[src/rtl/weapon_pkg.sv]
// Shared definitions for the weapon arsenal controller.
//   - One-hot state encodings (bit0 = LOADED ... bit5 = RELOAD)
//   - State bit index constants for decoding individual states
//   - Width helpers used to size selector and timer fields
package weapon_pkg;

  localparam int ST_LOADED   = 0;
  localparam int ST_FIRING   = 1;
  localparam int ST_COOLDOWN = 2;
  localparam int ST_HOLD     = 3;
  localparam int ST_EMPTY    = 4;
  localparam int ST_RELOAD   = 5;

  localparam logic [5:0] S_LOADED   = 6'b000001;
  localparam logic [5:0] S_FIRING   = 6'b000010;
  localparam logic [5:0] S_COOLDOWN = 6'b000100;
  localparam logic [5:0] S_HOLD     = 6'b001000;
  localparam logic [5:0] S_EMPTY    = 6'b010000;
  localparam logic [5:0] S_RELOAD   = 6'b100000;

  // Selector width; a single weapon still needs one bit of index.
  function automatic int sel_width(input int n);
    int w;
    w = $clog2(n);
    return (w < 1) ? 1 : w;
  endfunction

  function automatic int max_int(input int a, input int b);
    return (a > b) ? a : b;
  endfunction

endpackage

[src/rtl/weapon_timer.sv]
// Loadable down-counter shared by the COOLDOWN and RELOAD phases.
//   clk, rst     : clock, asynchronous active-high reset
//   i_load       : load i_load_val this edge (the first counted cycle follows)
//   i_load_val   : number of cycles to count
//   o_done       : high during the last counted cycle
module weapon_timer #(
  parameter int W = 8
) (
  input  logic         clk,
  input  logic         rst,
  input  logic         i_load,
  input  logic [W-1:0] i_load_val,
  output logic         o_done
);

  logic [W-1:0] r_count;

  always_ff @(posedge clk or posedge rst) begin
    if (rst) begin
      r_count <= '0;
    end else if (i_load) begin
      r_count <= i_load_val;
    end else if (r_count != '0) begin
      r_count <= r_count - W'(1);
    end
  end

  // Done on the final cycle so the owning state lasts exactly load_val cycles.
  assign o_done = (r_count == W'(1));

endmodule

[src/rtl/weapon_arsenal_ctrl.sv]
// Multi-weapon fire controller: per-weapon ammo, post-shot cooldown,
// timed reload and semi/auto fire modes.
//   clk, rst          : clock, asynchronous active-high reset
//   i_trigger         : fire button level (debounced)
//   i_reload_req      : reload request level
//   i_sel_req/i_sel_idx : weapon change pulse and requested index
//   o_fire_pulse      : one cycle per shot
//   o_weapon_state    : one-hot {RELOAD,EMPTY,HOLD,COOLDOWN,FIRING,LOADED}
//   o_active_weapon   : selected weapon
//   o_ammo            : ammo of the selected weapon
module weapon_arsenal_ctrl
  import weapon_pkg::*;
#(
  parameter int                     NUM_WEAPONS = 4,
  parameter int                     AMMO_W      = 8,
  parameter int                     MAX_AMMO    = 50,
  parameter int                     COOLDOWN    = 5_000_000,
  parameter int                     RELOAD_CYC  = 100_000_000,
  parameter logic [NUM_WEAPONS-1:0] AUTO_MASK   = NUM_WEAPONS'(4'b0010),
  localparam int                    SEL_W       = sel_width(NUM_WEAPONS)
) (
  input  logic              clk,
  input  logic              rst,
  input  logic              i_trigger,
  input  logic              i_reload_req,
  input  logic              i_sel_req,
  input  logic [SEL_W-1:0]  i_sel_idx,
  output logic              o_fire_pulse,
  output logic [5:0]        o_weapon_state,
  output logic [SEL_W-1:0]  o_active_weapon,
  output logic [AMMO_W-1:0] o_ammo
);

  localparam int TMR_W = $clog2(max_int(COOLDOWN, RELOAD_CYC) + 1);
  localparam logic [AMMO_W-1:0] AMMO_FULL = AMMO_W'(MAX_AMMO);

  logic [5:0]        r_state;
  logic [SEL_W-1:0]  r_active;
  logic [AMMO_W-1:0] r_ammo [NUM_WEAPONS];

  logic [5:0]        w_state_next;
  logic [SEL_W-1:0]  w_active_next;
  logic              w_dec;
  logic              w_refill;
  logic              w_tmr_load;
  logic [TMR_W-1:0]  w_tmr_val;
  logic              w_tmr_done;
  logic              w_switch;
  logic              w_can_reload;
  logic [AMMO_W-1:0] w_cur_ammo;
  logic [AMMO_W-1:0] w_sel_ammo;

  assign w_cur_ammo   = r_ammo[r_active];
  assign w_sel_ammo   = r_ammo[i_sel_idx];
  assign w_switch     = i_sel_req && (32'(i_sel_idx) < 32'(NUM_WEAPONS)) &&
                        (i_sel_idx != r_active);
  assign w_can_reload = i_reload_req && (w_cur_ammo < AMMO_FULL);

  // State a weapon settles into when it becomes idle.
  function automatic logic [5:0] land(input logic [AMMO_W-1:0] a, input logic trig);
    if (a == '0)
      return S_EMPTY;
    else if (trig)
      return S_HOLD;
    else
      return S_LOADED;
  endfunction

  always_comb begin
    w_state_next  = r_state;
    w_active_next = r_active;
    w_dec         = 1'b0;
    w_refill      = 1'b0;
    w_tmr_load    = 1'b0;
    w_tmr_val     = '0;
    case (r_state)
      S_LOADED: begin
        if (w_switch) begin
          w_active_next = i_sel_idx;
          w_state_next  = land(w_sel_ammo, i_trigger);
        end else if (w_can_reload) begin
          w_state_next = S_RELOAD;
          w_tmr_load   = 1'b1;
          w_tmr_val    = TMR_W'(RELOAD_CYC);
        end else if (i_trigger) begin
          w_state_next = S_FIRING;
        end
      end
      S_FIRING: begin
        w_dec        = 1'b1;
        w_state_next = S_COOLDOWN;
        w_tmr_load   = 1'b1;
        w_tmr_val    = TMR_W'(COOLDOWN);
      end
      S_COOLDOWN: begin
        // Ammo was already decremented when FIRING exited.
        if (w_tmr_done) begin
          if (w_cur_ammo == '0)
            w_state_next = S_EMPTY;
          else if (i_trigger && AUTO_MASK[r_active])
            w_state_next = S_FIRING;
          else
            w_state_next = land(w_cur_ammo, i_trigger);
        end
      end
      S_HOLD: begin
        if (w_switch) begin
          w_active_next = i_sel_idx;
          w_state_next  = land(w_sel_ammo, i_trigger);
        end else if (w_can_reload) begin
          w_state_next = S_RELOAD;
          w_tmr_load   = 1'b1;
          w_tmr_val    = TMR_W'(RELOAD_CYC);
        end else if (!i_trigger) begin
          w_state_next = S_LOADED;
        end
      end
      S_EMPTY: begin
        if (w_switch) begin
          w_active_next = i_sel_idx;
          w_state_next  = land(w_sel_ammo, i_trigger);
        end else if (i_reload_req) begin
          w_state_next = S_RELOAD;
          w_tmr_load   = 1'b1;
          w_tmr_val    = TMR_W'(RELOAD_CYC);
        end
      end
      S_RELOAD: begin
        // Switching away abandons the reload; the old weapon keeps its ammo.
        if (w_switch) begin
          w_active_next = i_sel_idx;
          w_state_next  = land(w_sel_ammo, i_trigger);
        end else if (w_tmr_done) begin
          w_refill     = 1'b1;
          w_state_next = land(AMMO_FULL, i_trigger);
        end
      end
      default: w_state_next = S_LOADED;
    endcase
  end

  always_ff @(posedge clk or posedge rst) begin
    if (rst) begin
      r_state  <= S_LOADED;
      r_active <= '0;
    end else begin
      r_state  <= w_state_next;
      r_active <= w_active_next;
    end
  end

  always_ff @(posedge clk or posedge rst) begin
    if (rst) begin
      for (int i = 0; i < NUM_WEAPONS; i++)
        r_ammo[i] <= AMMO_FULL;
    end else begin
      for (int i = 0; i < NUM_WEAPONS; i++) begin
        if (r_active == SEL_W'(i)) begin
          if (w_refill)
            r_ammo[i] <= AMMO_FULL;
          else if (w_dec)
            r_ammo[i] <= r_ammo[i] - AMMO_W'(1);
        end
      end
    end
  end

  weapon_timer #(.W(TMR_W)) u_timer (
    .clk        (clk),
    .rst        (rst),
    .i_load     (w_tmr_load),
    .i_load_val (w_tmr_val),
    .o_done     (w_tmr_done)
  );

  assign o_weapon_state  = r_state;
  assign o_fire_pulse    = r_state[ST_FIRING];
  assign o_active_weapon = r_active;
  assign o_ammo          = w_cur_ammo;

endmodule

[config.mk]
export PLATFORM = sky130hd
export DESIGN_NAME = weapon_arsenal_ctrl
export DESIGN_NICKNAME = d
export VERILOG_FILES = /design/src/rtl/weapon_pkg.sv /design/src/rtl/weapon_timer.sv /design/src/rtl/weapon_arsenal_ctrl.sv
export SDC_FILE = /design/constraint.sdc
export NUM_CORES = 1
export LEC_CHECK = 0
export CORE_ASPECT_RATIO = 1.5
export CORE_UTILIZATION = 50
export CTS_BUF_LIST = sky130_fd_sc_hd__clkbuf_4
export DETAILED_ROUTE_END_ITERATION = 10
export PLACE_DENSITY_LB_ADDON = 0.3
export RECOVER_POWER = 100
export SYNTH_ARGS = -nofsm -noshare
export SYNTH_HDL_FRONTEND = slang
export SYNTH_SLANG_ARGS = --single-unit
[constraint.sdc]
create_clock -name clk -period 3.2 [get_ports clk]
set_input_delay 0.96 -clock clk [delete_from_list [all_inputs] [get_ports clk]]
set_output_delay 0.96 -clock clk [all_outputs]
set_load 0.05 [all_outputs]
# Yosys cells after proc, flatten, opt, wreduce, memory -nomap -nowiden
# Index checks and enable logic that the tools add are counted.
[word_totals] elab_cells=99 output_inout_bits=17 in_bits=7 ff_bits=67
[classes] order_cmp=4 muxes=48 add_sub_neg=5 reduce_logical=17 eq_ne=16 bitwise_logic=2
[op_table] operator="$mux W27" count=6
[op_table] operator="$mux W8" count=12
[op_table] operator="$pmux W27 S3" count=1
[op_table] operator="$mux W6" count=13
[op_table] operator="$pmux W6 S6" count=1
[op_table] operator="$bmux W8 S2" count=2
[op_table] operator="$sub A8 B1 Y8 const B" count=4
[op_table] operator="$eq A27 B1 Y1 const B" count=1
[op_table] operator="$reduce_bool A27 Y1" count=1
[op_table] operator="$sub A27 B1 Y27 const B" count=1
[op_table] operator="$logic_not A8 Y1" count=2
[op_table] operator="$reduce_and A2 Y1" count=5
[op_table] operator="$mux W1" count=9
[op_table] operator="$lt A8 B6 Y1 const B" count=1
[op_table] operator="$ne A4 B4 Y1 const B" count=2
[op_table] operator="$eq A6 B1 Y1 const B" count=1
[op_table] operator="$eq A6 B2 Y1 const B" count=1
[op_table] operator="$eq A6 B3 Y1 const B" count=1
[op_table] operator="$eq A6 B4 Y1 const B" count=1
[op_table] operator="$eq A6 B5 Y1 const B" count=1
[op_table] operator="$eq A6 B6 Y1 const B" count=1
[op_table] operator="$ge A3 B3 Y1 const B" count=2
[op_table] operator="$not A2 Y3" count=2
[op_table] operator="$mux W5" count=1
[op_table] operator="16 further kinds" count=20

# Logic depth before layout (Yosys ltp)
[logic_depth] word_depth=10 mapped_depth=10 depth_no_buf=8

# By module
# From an unflattened synthesis, not the netlist that was laid out.
[hier_totals] hier_cells=440 area_unflattened_um2=4206.5
[modules_own_cells] mod="weapon_arsenal_ctrl" cells_each=265 seq_area_each_um2=1017.2 area_each_um2=2537.4 instances=1
[modules_own_cells] mod="weapon_timer" cells_each=175 seq_area_each_um2=675.6 area_each_um2=1669.1 instances=1

# Worst setup path before layout
# No wires, ideal clock.
[synth_timing] path_type="reg2reg" startpoint="register r_active[1], in the netlist o_active_weapon[1]" endpoint="register u_timer.r_count[1]" n_path_buf=2 setup_slack_ns=0.255 t_required_ns=3.069 t_arrival_ns=2.814 synth_period_minus_slack_ns=2.945 stages_incl_launch_ff=9 setup_time_ns=0.131 cell_sequence="dfrtp_1 > clkbuf_1 > mux4_1 > o311a_4 > a2111oi_4 > o21ai_2 > nand2_1 > buf_4 > a211oi_1"
[synth_between] elab_chain_len=10 elab_cells_between_ends=17 cone_classes="order compare (1); eq/ne (1); mux (11); bitwise (1); reduce/logical (3)"
[synth_rtl] item="start: declaration" line_no="weapon_arsenal_ctrl.sv:38" text="logic [SEL_W-1:0] r_active;"
[synth_rtl] item="start signal: assignment" line_no="weapon_arsenal_ctrl.sv:148" text="r_active <= w_active_next;"
[synth_rtl] item="$not A2 Y3 (not written as such) *" line_no="weapon_arsenal_ctrl.sv:53" text="assign w_cur_ammo = r_ammo[r_active];"
[synth_rtl] item="$bmux W8 S2 *" line_no="weapon_arsenal_ctrl.sv:53"
[synth_rtl] item="$mux W8 (not written as such) * (2 in a row)" line_no="weapon_arsenal_ctrl.sv:53"
[synth_rtl] item="via o_ammo[2]" line_no="weapon_arsenal_ctrl.sv:31" text="output logic [AMMO_W-1:0] o_ammo"
[synth_rtl] item="$lt A8 B6 Y1 *" line_no="weapon_arsenal_ctrl.sv:57" text="assign w_can_reload = i_reload_req && (w_cur_ammo < AMMO_FULL);"
[synth_rtl] item="$logic_and A1 B1 Y1 *" line_no="weapon_arsenal_ctrl.sv:57"
[synth_rtl] item="$mux W1 *" line_no="weapon_arsenal_ctrl.sv:81, weapon_arsenal_ctrl.sv:110"
[synth_rtl] item="$mux W1 *" line_no="weapon_arsenal_ctrl.sv:78" text="if (w_switch) begin"
[synth_rtl] item="$pmux W1 S3 *" line_no="weapon_arsenal_ctrl.sv:76" text="case (r_state)"
[synth_rtl] item="$mux W27 / $reduce_bool A2 Y1 (equally long branches)"
[synth_rtl] item="end signal: assignment" line_no="weapon_timer.sv:22" text="r_count <= i_load_val;"
[synth_rtl] item="end signal: assignment" line_no="weapon_timer.sv:24" text="r_count <= r_count - W'(1);"
[synth_rtl] item="end: declaration" line_no="weapon_timer.sv:16" text="logic [W-1:0] r_count;"
# The timed path passes the listed nets; every way through them passes the cells marked *. The select of a mux whose other input is x is not followed.
# A chain may end at the register's enable or synchronous reset.

# Final worst setup path
[layout_timing] startpoint="register r_active[0], in the netlist o_active_weapon[0]" endpoint="output o_active_weapon[0]"
[layout_lines] item="end: declaration" line_no="weapon_arsenal_ctrl.sv:30" text="output logic [SEL_W-1:0] o_active_weapon,"
# No word-level cell between the ends.

==> results by group <==
Global route
  – First-pass GRT wire length: 19.3 mm
  – Vias in the first global route: 3,924
  – Largest net degree at the start of global routing: 68
  – Gr busiest metal: met2
  – Met3 Track Usage GR: 0.0488
  – Initial antenna violation count: 0
  – Gr usage total: 0.279
  – GRT Residual Overflow: 0
  – Met1 GRT Util: 0.332
  – Met2 GRT Util: 0.474

Worst hold path
  – Hold Crit Class: register to register

Synth
  – Cells after Synth: 475
  – #FFs+latches synth: 67
  – Syn Area/Cell: 9.07 um^2
  – Post-synthesis sequential area ratio: 0.393
  – Post-synth EDFFs: 0
  – Yosys cell types: 62
  – Syn nets: 488
  – Top FF cell, synth: dfrtp_1
  – Yosys warnings: 0
  – Ys async rst share: 1.00
  – Post-Syn Area: 4310 um^2

Worst setup path
  – Crit. End Element: output port
  – Worst EP arrival: 2.05 ns
  – CP max-delay cell: clkdlybuf4s50_1
  – Top Family by Delay on Critical Path: buffers and inverters
  – CP peak stage delay: 0.82 ns
  – CP Data Required Time: 2.24 ns
  – Critical path launch point type: register
  – Critical path type: register to output port
  – Cells along the critical path: buf_4 -> clkdlybuf4s50_1
  – WP buf/inv: 2
  – Crit Path Max Fanout: 12

Die
  – Row count: 41
  – Die extent in x: 77.8 um
  – DIE AREA: 9000 um^2
  – Starting density of the core: 0.515
  – IO Pins: 24
  – Core Footprint: 8360 um^2
  – Die Ht: 116 um

Pwr
  – Sequential power share: 0.361
  – Switching Share: 0.484
  – Design Power: 4.53 mW
  – Clock share of power: 0.147
  – Pint: 2.34 mW
  – VDD IR max: 0.000655 V
  – Pleak: 1.88 nW
  – P per Cell Area: 945 nW/um^2
  – Gate power share: 0.492
  – Net switching power: 2.19 mW

Place
  – Placed cell area: 4700 um^2
  – Detailed placer's ending HPWL: 8.32 mm
  – Final GP Congestion: 0.895
  – IO Port Bufs: 23

STA
  – Final Critical Period: 3.01 ns
  – Least-Margin Pin Slew: 1.68 ns
  – Setup_tns: 0 ns
  – Slew headroom: -0.121
  – Fin crit share: 0.941
  – # setup viols final: 0
  – RSZ-0062 raised after global routing: no
  – Max Fclk: 0.332 GHz
  – Fin. Hold Viols: 0
  – Fin Clk Skew: 0.0287 ns
  – Pins Over Slew Limit: 68

Routing
  – Antenna viol nets, final: 0
  – Vias per cell: 6.37
  – DRC: 0
  – Detailed Route Iter0 Violations: 529
  – Final wirelength: 11.4 mm
  – WL/cell: 18.4 um
  – DR vias: 3,942
  – Drt first pass iters: 5

Layout
  – Leading cell type in the layout, fill and taps excluded: nand2_1
  – Post-route cell area: 4790 um^2
  – Share of layout cells above drive strength 1: 0.145
  – Nets@finish: 519
  – Area growth syn-to-layout: 11.2%
  – Commonest non-fill, non-tap cells in the layout: nand2_1 (55), dfrtp_1 (53), o21ai_0 (49), nor2_1 (40), nor3_1 (25)

Outcome
  – Outcome: complete, but fails checks
  – Failing checks: max-capacitance violations, max-slew violations

Clock tree
  – Worst-path clk slew: 0.13 ns
  – CTS H-tree lvls: 3
  – CTS Buf Count: 9
  – Worst-Skew Late Latency: 0.44 ns
  – # hold bufs at CTS: 0
  – Clock tree buffer depth: 2
  – CTS sink count: 67
  – Post CTS Setup Buffer Count: 0
  – CTS tree: built
  – Post-cts sizing count: 0
  – CTS Root Cell: clkbuf_4

Job
  – Max cap viols: 1
## per-layer routing
layer,vias up,routed length [um]
li1,1853,-
met5,-,0
met3,35,561
met1,1908,4640
met4,0,405
met2,146,5760
## layout make-up
type                       count  area [um^2]
fill                         759         3570
timing repair buffer          39          300
clock buffer                  10         75.1
clock inverter                 6         90.1
inverter                      14         52.6
multi-input combinational    375         2440
antenna                        1         2.50
tap                          107          134
sequential                    67         1690
## state kept, by name (all words and copies together), names as in the netlist
register	cells
o_active_weapon	2
o_weapon_state	6
r_ammo	32
u_timer.r_count	27
## worst min-delay path, delay by kind of cell (launching register included)
kind / cells / cell delay [ns]
flops: 1 / 0.40
compound gates: 2 / 0.11
## power by group through the flow
stage	sequential [mW]	combinational [mW]	clock [mW]
final	1.63	2.23	0.664
after global routing	1.69	2.44	0.706
after detailed placement	1.63	2.29	0
after CTS	1.62	2.29	0.669
after global placement	1.62	2.24	0
after floorplan	1.58	1.66	0
## kinds of logic (layout without fill, tap and decap cells)
family	count (synthesis)	in the layout	share of synthesized area
buffers and inverters	33	69	0.0343
XOR/XNOR	23	23	0.0468
other	0	1	0
AO/OA/AOI/OAI	123	123	0.191
adder cells (fa/ha/maj)	6	6	0.0174
AND/OR/NAND/NOR	210	210	0.252
flip-flops	67	67	0.393
multiplexers	13	13	0.0653
## stage by stage
step                      std cells  utilization  hold slack, ns  setup WS, ns
final                           619        0.573           0.502         0.190
after global routing            618        0.573           0.514        0.0750
after CTS                       618        0.582           0.503        0.0219
after detailed placement        602        0.562           0.486         0.202
after global placement          602        0.562           0.473         0.231
after floorplan                 475            -           0.449         0.255
## final timing paths
kind                                    start                   to  slack (ns)  cells after the start
max                        o_active_weapon[0]   o_active_weapon[0]        0.19                      2
min                                r_ammo[28]           r_ammo[28]        0.50                      2
max reg2reg                o_active_weapon[0]  u_timer.r_count[25]        0.22                      6
min reg2reg                        r_ammo[28]           r_ammo[28]        0.50                      2
max in group asynchronous                 rst   o_active_weapon[0]        0.57                      3
min in group asynchronous                 rst   o_active_weapon[1]        1.53                      3
## Yosys cell counts (4+ instances only)
cell type  number  share of area
or3_1           5         0.0073
nor2b_1         4         0.0058
mux4_1          6          0.037
and2_1          4         0.0058
dfstp_2        13          0.079
o31ai_1        14          0.024
o21ai_1         5         0.0058
nand2_1        55          0.048
inv_1          14          0.012
nand4_1         9          0.013
nand2b_1        5         0.0073
nand3_1        14          0.016
dfrtp_1        54           0.31
ha_1            6          0.017
o41ai_1         6          0.012
a21oi_1        18          0.021
or2_2           6         0.0087
xor2_1         13          0.026
a31oi_1         5         0.0073
nor4_1         11          0.016
nor2_1         39          0.034
buf_2           7         0.0081
mux4_2          4          0.021
nor3_1         25          0.029
o21ai_0        48          0.056
xnor2_1        10          0.020
clkbuf_1        9         0.0078
or4_1          12          0.021
Power figures use the tool's default switching activity.
